## src/rtl/mips32_reg_dump.sv

```systemverilog
// mips32_reg_dump: post-halt register-file readout engine.
// Walks R0..R[DUMP_COUNT-1] through a combinational read port once the core
// halts (or on a manual request) and streams (index, value) words over a
// valid/ready interface. The block is read-only with respect to core state.
module mips32_reg_dump #(
  parameter int DATA_W     = 32,
  parameter int ADDR_W     = 5,
  parameter int DUMP_COUNT = 6
) (
  input  logic              clk1,
  input  logic              rst_n,
  input  logic              halted,
  input  logic              dump_req,
  output logic [ADDR_W-1:0] rf_rd_addr,
  input  logic [DATA_W-1:0] rf_rd_data,
  output logic              dump_valid,
  input  logic              dump_ready,
  output logic [ADDR_W-1:0] dump_index,
  output logic [DATA_W-1:0] dump_data,
  output logic              dump_last,
  output logic              busy,
  output logic              done
);

  // Index of the final register; sized to the counter so DUMP_COUNT equal
  // to 2**ADDR_W compares against all-ones instead of wrapping to zero.
  localparam logic [ADDR_W-1:0] LAST_IDX = ADDR_W'(DUMP_COUNT - 1);

  typedef enum logic [1:0] {
    IDLE = 2'd0,
    READ = 2'd1,
    SEND = 2'd2,
    DONE = 2'd3
  } state_t;

  state_t              state, state_next;
  logic [ADDR_W-1:0]   count, count_next;
  logic                halted_q;
  logic                trigger;
  logic                start;

  logic                valid_next;
  logic [ADDR_W-1:0]   index_next;
  logic [DATA_W-1:0]   data_next;
  logic                last_next;
  logic                busy_next;
  logic                done_next;

  // Halt rising edge; halted_q resets low so a core already halted out of
  // reset still produces a dump.
  assign trigger = halted & ~halted_q;
  assign start   = trigger | dump_req;

  // Read address is only driven with the walk index while reading; the
  // register file sees R0 at all other times.
  assign rf_rd_addr = (state == READ) ? count : '0;

  // Next-state and next-output decode.
  always_comb begin
    state_next = state;
    count_next = count;
    valid_next = dump_valid;
    index_next = dump_index;
    data_next  = dump_data;
    last_next  = dump_last;
    busy_next  = 1'b0;
    done_next  = done;

    unique case (state)
      IDLE: begin
        count_next = '0;
        done_next  = 1'b0;
        if (start) begin
          state_next = READ;
          busy_next  = 1'b1;
        end
      end

      READ: begin
        // Capture the word in the same edge that leaves READ, so the sink
        // sees it registered and independent of the read port afterwards.
        data_next  = rf_rd_data;
        index_next = count;
        last_next  = (count == LAST_IDX);
        valid_next = 1'b1;
        busy_next  = 1'b1;
        state_next = SEND;
      end

      SEND: begin
        busy_next = 1'b1;
        if (dump_ready) begin
          valid_next = 1'b0;
          if (dump_last) begin
            state_next = DONE;
            busy_next  = 1'b0;
            done_next  = 1'b1;
          end else begin
            count_next = count + ADDR_W'(1);
            state_next = READ;
          end
        end
      end

      DONE: begin
        done_next = 1'b1;
        if (dump_req) begin
          count_next = '0;
          done_next  = 1'b0;
          busy_next  = 1'b1;
          state_next = READ;
        end else if (!halted) begin
          count_next = '0;
          done_next  = 1'b0;
          state_next = IDLE;
        end
      end

      default: begin
        state_next = IDLE;
        count_next = '0;
        done_next  = 1'b0;
      end
    endcase
  end

  // State, counter and registered outputs; all cleared by synchronous reset.
  always_ff @(posedge clk1) begin
    if (!rst_n) begin
      state      <= IDLE;
      count      <= '0;
      halted_q   <= 1'b0;
      dump_valid <= 1'b0;
      dump_index <= '0;
      dump_data  <= '0;
      dump_last  <= 1'b0;
      busy       <= 1'b0;
      done       <= 1'b0;
    end else begin
      state      <= state_next;
      count      <= count_next;
      halted_q   <= halted;
      dump_valid <= valid_next;
      dump_index <= index_next;
      dump_data  <= data_next;
      dump_last  <= last_next;
      busy       <= busy_next;
      done       <= done_next;
    end
  end

  // A stalled word must stay put until the sink takes it.
  a_hold_stable: assert property (@(posedge clk1) disable iff (!rst_n)
    (dump_valid && !dump_ready) |=> (dump_valid && $stable(dump_data) &&
                                     $stable(dump_index) && $stable(dump_last)));

  // In-progress and complete are mutually exclusive.
  a_busy_done: assert property (@(posedge clk1) disable iff (!rst_n)
    !(busy && done));

endmodule

```

## config.mk

```make
export PLATFORM = sky130hd
export DESIGN_NAME = mips32_reg_dump
export DESIGN_NICKNAME = d
export VERILOG_FILES = /design/src/rtl/mips32_reg_dump.sv
export SDC_FILE = /design/constraint.sdc
export NUM_CORES = 1
export LEC_CHECK = 0
export CORE_MARGIN = 5
export CORE_UTILIZATION = 38
export CTS_CLUSTER_SIZE = 24
export DETAILED_ROUTE_END_ITERATION = 8
export GPL_TIMING_DRIVEN = 0
export MAX_ROUTING_LAYER = met4
export PLACE_DENSITY = 0.85
export SYNTH_ARGS = -nofsm -noshare
export SYNTH_HDL_FRONTEND = slang
export SYNTH_SLANG_ARGS = --single-unit
```

## constraint.sdc

```tcl
create_clock -name clk1 -period 1.1 [get_ports clk1]
set_input_delay 0.11 -clock clk1 [delete_from_list [all_inputs] [get_ports clk1]]
set_output_delay 0.11 -clock clk1 [all_outputs]
set_load 0.02 [all_outputs]
```

Yosys cells after proc, flatten, opt, wreduce, memory -nomap -nowiden
Cells that the tools add are included.
Widths: inputs -> output; s select.

cells by class
  add/sub/neg operators = 1
  equal/unequal tests = 9
  multiplexer cells = 24
  bitwise logic cells = 3
  reductions and logical operators = 7

operator list
  kind                 count
  $mux 5               5
  $pmux 5 s3           1
  $mux 2               5
  $mux 1               9
  $ne 2x2->1 const B   4
  $pmux 2 s4           1
  $reduce_and 3->1     2
  $add 5x1->5 const B  1
  $eq 5x3->1 const B   1
  $eq 2x2->1 const B   2
  $pmux 1 s4           1
  $reduce_and 4->1     1
  $ne 3x3->1 const B   1
  $pmux 1 s3           1
  $reduce_bool 3->1    1
  $eq 2x1->1 const B   1
  $logic_not 2->1      1
  $pmux 1 s2           1
  $reduce_and 2->1     1
  $reduce_bool 2->1    1
  $and 1x1->1          1
  $not 1->1            1
  $or 1x1->1           1

word-level totals
  register bits after elaboration = 49
  input bits = 37
  output and inout port bits = 46
  word-level logic and storage cells = 53

Logic depth before layout (Yosys ltp)
  depth after elaboration = 5
  gate-level depth with buffers = 5
  gate-level depth less buffers = 5

Least setup slack after synthesis
OpenSTA, ideal clock, no wires.

  kind = flip-flop to flip-flop
  start point = register state[0]
  end point = register dump_index[1]
  library setup time = 0.059 ns
  arrival time = 1.132 ns
  slack = -0.091 ns
  cell stages (with the launch flop) = 5
  path buffers = 1
  period minus slack after synthesis = 1.191 ns
  cell sequence = dfxtp_1 -> nand2b_1 -> buf_4 -> nor2_1 -> o21a_1

on the way
  cells in the longest elaborated chain, start to end = 1

ends and longest elaborated chain
  item                      line  text
  start: declaration        36    state_t state, state_next;
  start signal: assignment  140   state <= state_next;
  $eq 2x1->1                69    unique case (state)
  end signal: assignment    144   dump_index <= index_next;
  end: declaration          18    output logic [ADDR_W-1:0] dump_index,

Every way passes these cells.
A chain may end at the register's enable or synchronous reset.

Final worst setup path
  start point = register state[0]
  end point = output rf_rd_addr[1]

on the way
  cells in the longest elaborated chain, start to end = 2

ends and longest elaborated chain
  item              line  text
  $eq 2x1->1        56    assign rf_rd_addr = (state == READ) ? count : '0;
  $mux 5            56
  end: declaration  14    output logic [ADDR_W-1:0] rf_rd_addr,

Every way passes these cells.

==> results.md <==
- Status: finished, violations left
- Synth top area share: 0.497
- Deepest clock path buffer count: 2
- Largest fanout on the critical path: 3
- Type of element launching the critical path: flop
- Async S/R FF share, synth: 0
- Aggregate negative setup slack: -4.76 ns
- CTS Hold Buffers Added: 0
- Number of max-cap violations: 0
- Violation count after the first detailed-route iteration: 47
- Area added between synthesis and finish: 64.9%
- Depth of the critical timing path with buffers and inverters included: 6
- # rows: 26
- VDD IR-drop max: 0.657 mV
- Fill count: 447
- Clock transition at the register clock pins on the worst setup and hold paths after CTS: 0.09 ns
- Cell count after synthesis: 225
- Number of port buffers: 82
- Global route total overflow: 0
- Width of the die: 82.1 microns
- R2r endpoint: dump_last
- Routed length per placed instance: 13.1 microns
- Post-DR vias/cell: 4.66
- Initial standard-cell utilization of the core: 0.389
- Hold Crit Class: in2reg
- Share of the yosys chip area belonging to registers: 0.497
- Cell taking the most area after synthesis: dfxtp_1
- Antenna diode instance count: 0
- CP arrival: 1.21 ns
- Buffer type at the clock tree root: clkbuf_8
- Synth warnings: 0
- Vert. Die Dim: 82.1 microns
- Most common cell in the netlist: nand2_1
- Final Setup Violations: 49
- Count of H-tree levels built during CTS: 2
- Sort of element at the end of the critical path: output pin
- Switching part of the total power: 0.278
- Remaining max-slew budget at the tightest pin: 0.784
- Violated checks: negative setup slack
- Number of global-route vias before repair: 1800
- Worst Reg-to-Reg Cells: 8
- Flops & latches, synth: 49
- Critical Path Most Common Cell: buf_12
- First-pass GRT wire length: 8.00 mm
- Gr usage total: 0.156
- Register-to-Register Setup Slack: -0.15 ns
- Core footprint: 5070 sq um
- Time the worst path needs with I/O delays and setup: 1.32 ns
- Post-Syn Area: 1980 sq um
- Net Switching: 1.10 mW
- Drt total wl: 5.17 mm
- Final Max Tran Viols: 0
- Pin slew with the least headroom to its limit: 0.324 ns
- Post-synthesis average cell area: 8.78 sq um
- Portion of the clock cycle consumed by the worst path in the final layout: 1.20
- Critical-path cell list: buf_12, buf_12, nand2b_4, buf_8, nor2_4, buf_6
- Pre-CTS WS: -0.539 ns
- Clock tree from TritonCTS: built
- Post-route worst setup slack: -0.224 ns
- Post-route DRC violation count: 0
- Latest clock arrival within the worst-skew pair: 0.29 ns
- Minimum hold slack: 0.358 ns
- Worst clock skew on the final layout: 0.00761 ns
- Boundary pin count: 83
- Pwr Density: 1220 nW/um^2
- Slowest library cell on the worst path: dfxtp_4
- Number of enable-type register cells in the synthesized netlist: 0
- Net count after synthesis: 264
- Largest cells by area after synthesis: dfxtp_1 (50%), nand2_1 (13%), a21boi_1 (13%)
- Critical path required time: 0.99 ns
- Most used flip-flop cell after synthesis: dfxtp_1
- Maximum number of pins on one net before global-route repair: 15
- Crit Path Class: reg2out
- Sequential cell fraction of total power: 0.490
- Leakage: 1.32 nW
- Combinational fraction of design power: 0.260
- Clk pwr share: 0.249
- Yosys cell types: 30
- RSZ-0062 raised after global routing: yes
- Clock sink count: 49
- Fraction of final layout cells with drive strength greater than 1: 0.311
- Int Pwr: 2.86 mW
- Crit path buffers/inverters: 4
- Endpoints failing hold: 0
- Post-layout nets: 363
- Half-perimeter wire length after placement: 3.81 mm
- Antenna viol nets, final: 0
- First-pass iteration count of the detailed router: 4
- Commonest cells in the synthesized netlist: nand2_1 (71), dfxtp_1 (49), a21boi_1 (33), and2_1 (6)
- Launch point of the critical path: state[0]
- Routability congestion estimate: 0.762
- Total Die Area: 6740 sq um
- CP endpoint: rf_rd_addr[1]
- Startpoint of the lowest-slack register-to-register path: state[0]
- Largest delay contributor family on the critical path: buffers and inverters
- Routed via count: 1839
- Max Freq: 755 MHz
- Number of buffers created by CTS: 5
- Antenna violations before repair: 0
- Crit path largest cell delay: 0.36 ns
==> tightest hold or removal path, delay by kind of cell <==
family          cells  cell delay [ns]
compound gates      1             0.05
buf+inv             1             0.39
simple gates        1             0.05
==> power by group through the flow <==
| stage | logic [mW] | clock network (mW) | registers, mW |
|---|---|---|---|
| floorplan | 0.328 | 0 | 2.09 |
| global placement | 0.831 | 0 | 1.97 |
| detailed placement | 0.846 | 0 | 1.97 |
| CTS | 0.963 | 1.03 | 1.93 |
| global route | 1.12 | 1.12 | 1.96 |
| finish | 1.03 | 0.987 | 1.94 |
==> what timing repair did <==
item | CTS | global route
gates cloned | 1 | 2
setup endpoints to repair | 87 | 90
hold endpoints to repair | 0 | 0
resized for setup | 116 | 90
pin swaps | 29 | 29
buffers inserted | 10 | 1
==> final cells by class <==
class | instances | area [sq um] | share of cell area
clock inverters | 2 | 10.0 | 0.00307
flip-flops and latches | 49 | 992 | 0.305
well taps | 70 | 87.6 | 0.0269
inverters | 2 | 7.51 | 0.00231
clock buffers | 6 | 72.6 | 0.0223
plain buffers | 12 | 131 | 0.0403
multi-input cells | 159 | 1060 | 0.324
repair buffers | 95 | 900 | 0.276
==> worst min-delay path by stage <==
stage / startpoint / end / slack [ns] / cells after the start
after floorplan: halted / halted_q / 0.23 / 1
after CTS: rf_rd_data[12] / dump_data[12] / 0.35 / 3
after global routing: rf_rd_data[4] / dump_data[4] / 0.36 / 3
after detailed placement: dump_data[1] / dump_data[1] / 0.45 / 2
after global placement: dump_data[2] / dump_data[2] / 0.44 / 2
final: rf_rd_data[12] / dump_data[12] / 0.36 / 3
==> state kept, by name, indices dropped and copies added, names as in the netlist, 2 cells and up <==
register,count
dump_data,32
state,2
dump_index,5
count,5
==> placed cells by master, fill, tap and decap left out, types with 6 or more instances in the layout <==
cell / synthesis / routed
a21boi_1: 33 / 28
and2_4: 0 / 9
buf_4: 4 / 6
buf_6: 3 / 11
clkbuf_2: 0 / 21
clkdlybuf4s15_1: 0 / 18
clkdlybuf4s50_1: 0 / 36
dfxtp_1: 49 / 44
nand2_1: 71 / 61
nand2_2: 0 / 7
==> logic make-up (layout without fill, tap and decap cells) <==
family                     after synthesis  after routing  synth area share
AOI/OAI and AO/OA                       56             56             0.206
adders and majority gates                2              2            0.0127
buffers and inverters                   17            117            0.0532
DFF                                     49             49             0.497
muxes                                    1              1           0.00507
and+or+nand+nor                        100            100             0.226
==> per-stage QoR <==
stage          instance area (sq um)  cells  power (mW)  utilization
5_1_grt                         3260    395        4.20        0.642
3_3_place_gp                    2900    377        2.80        0.571
6_report                        3260    395        3.96        0.642
2_1_floorplan                   1990    225        2.41            -
4_1_cts                         3170    394        3.93        0.625
3_5_place_dp                    2900    377        2.82        0.571
==> routing by layer <==
layer,part of all wire,routed length (microns),GRT usage,vias up
li1,-,-,-,951
met1,0.42,2150,0.166,842
met2,0.53,2720,0.288,42
met3,0.051,263,0.0423,4
met4,0.0060,31,0.0316,0
met5,0,0,-,-
(Power assumes the default switching activity.)
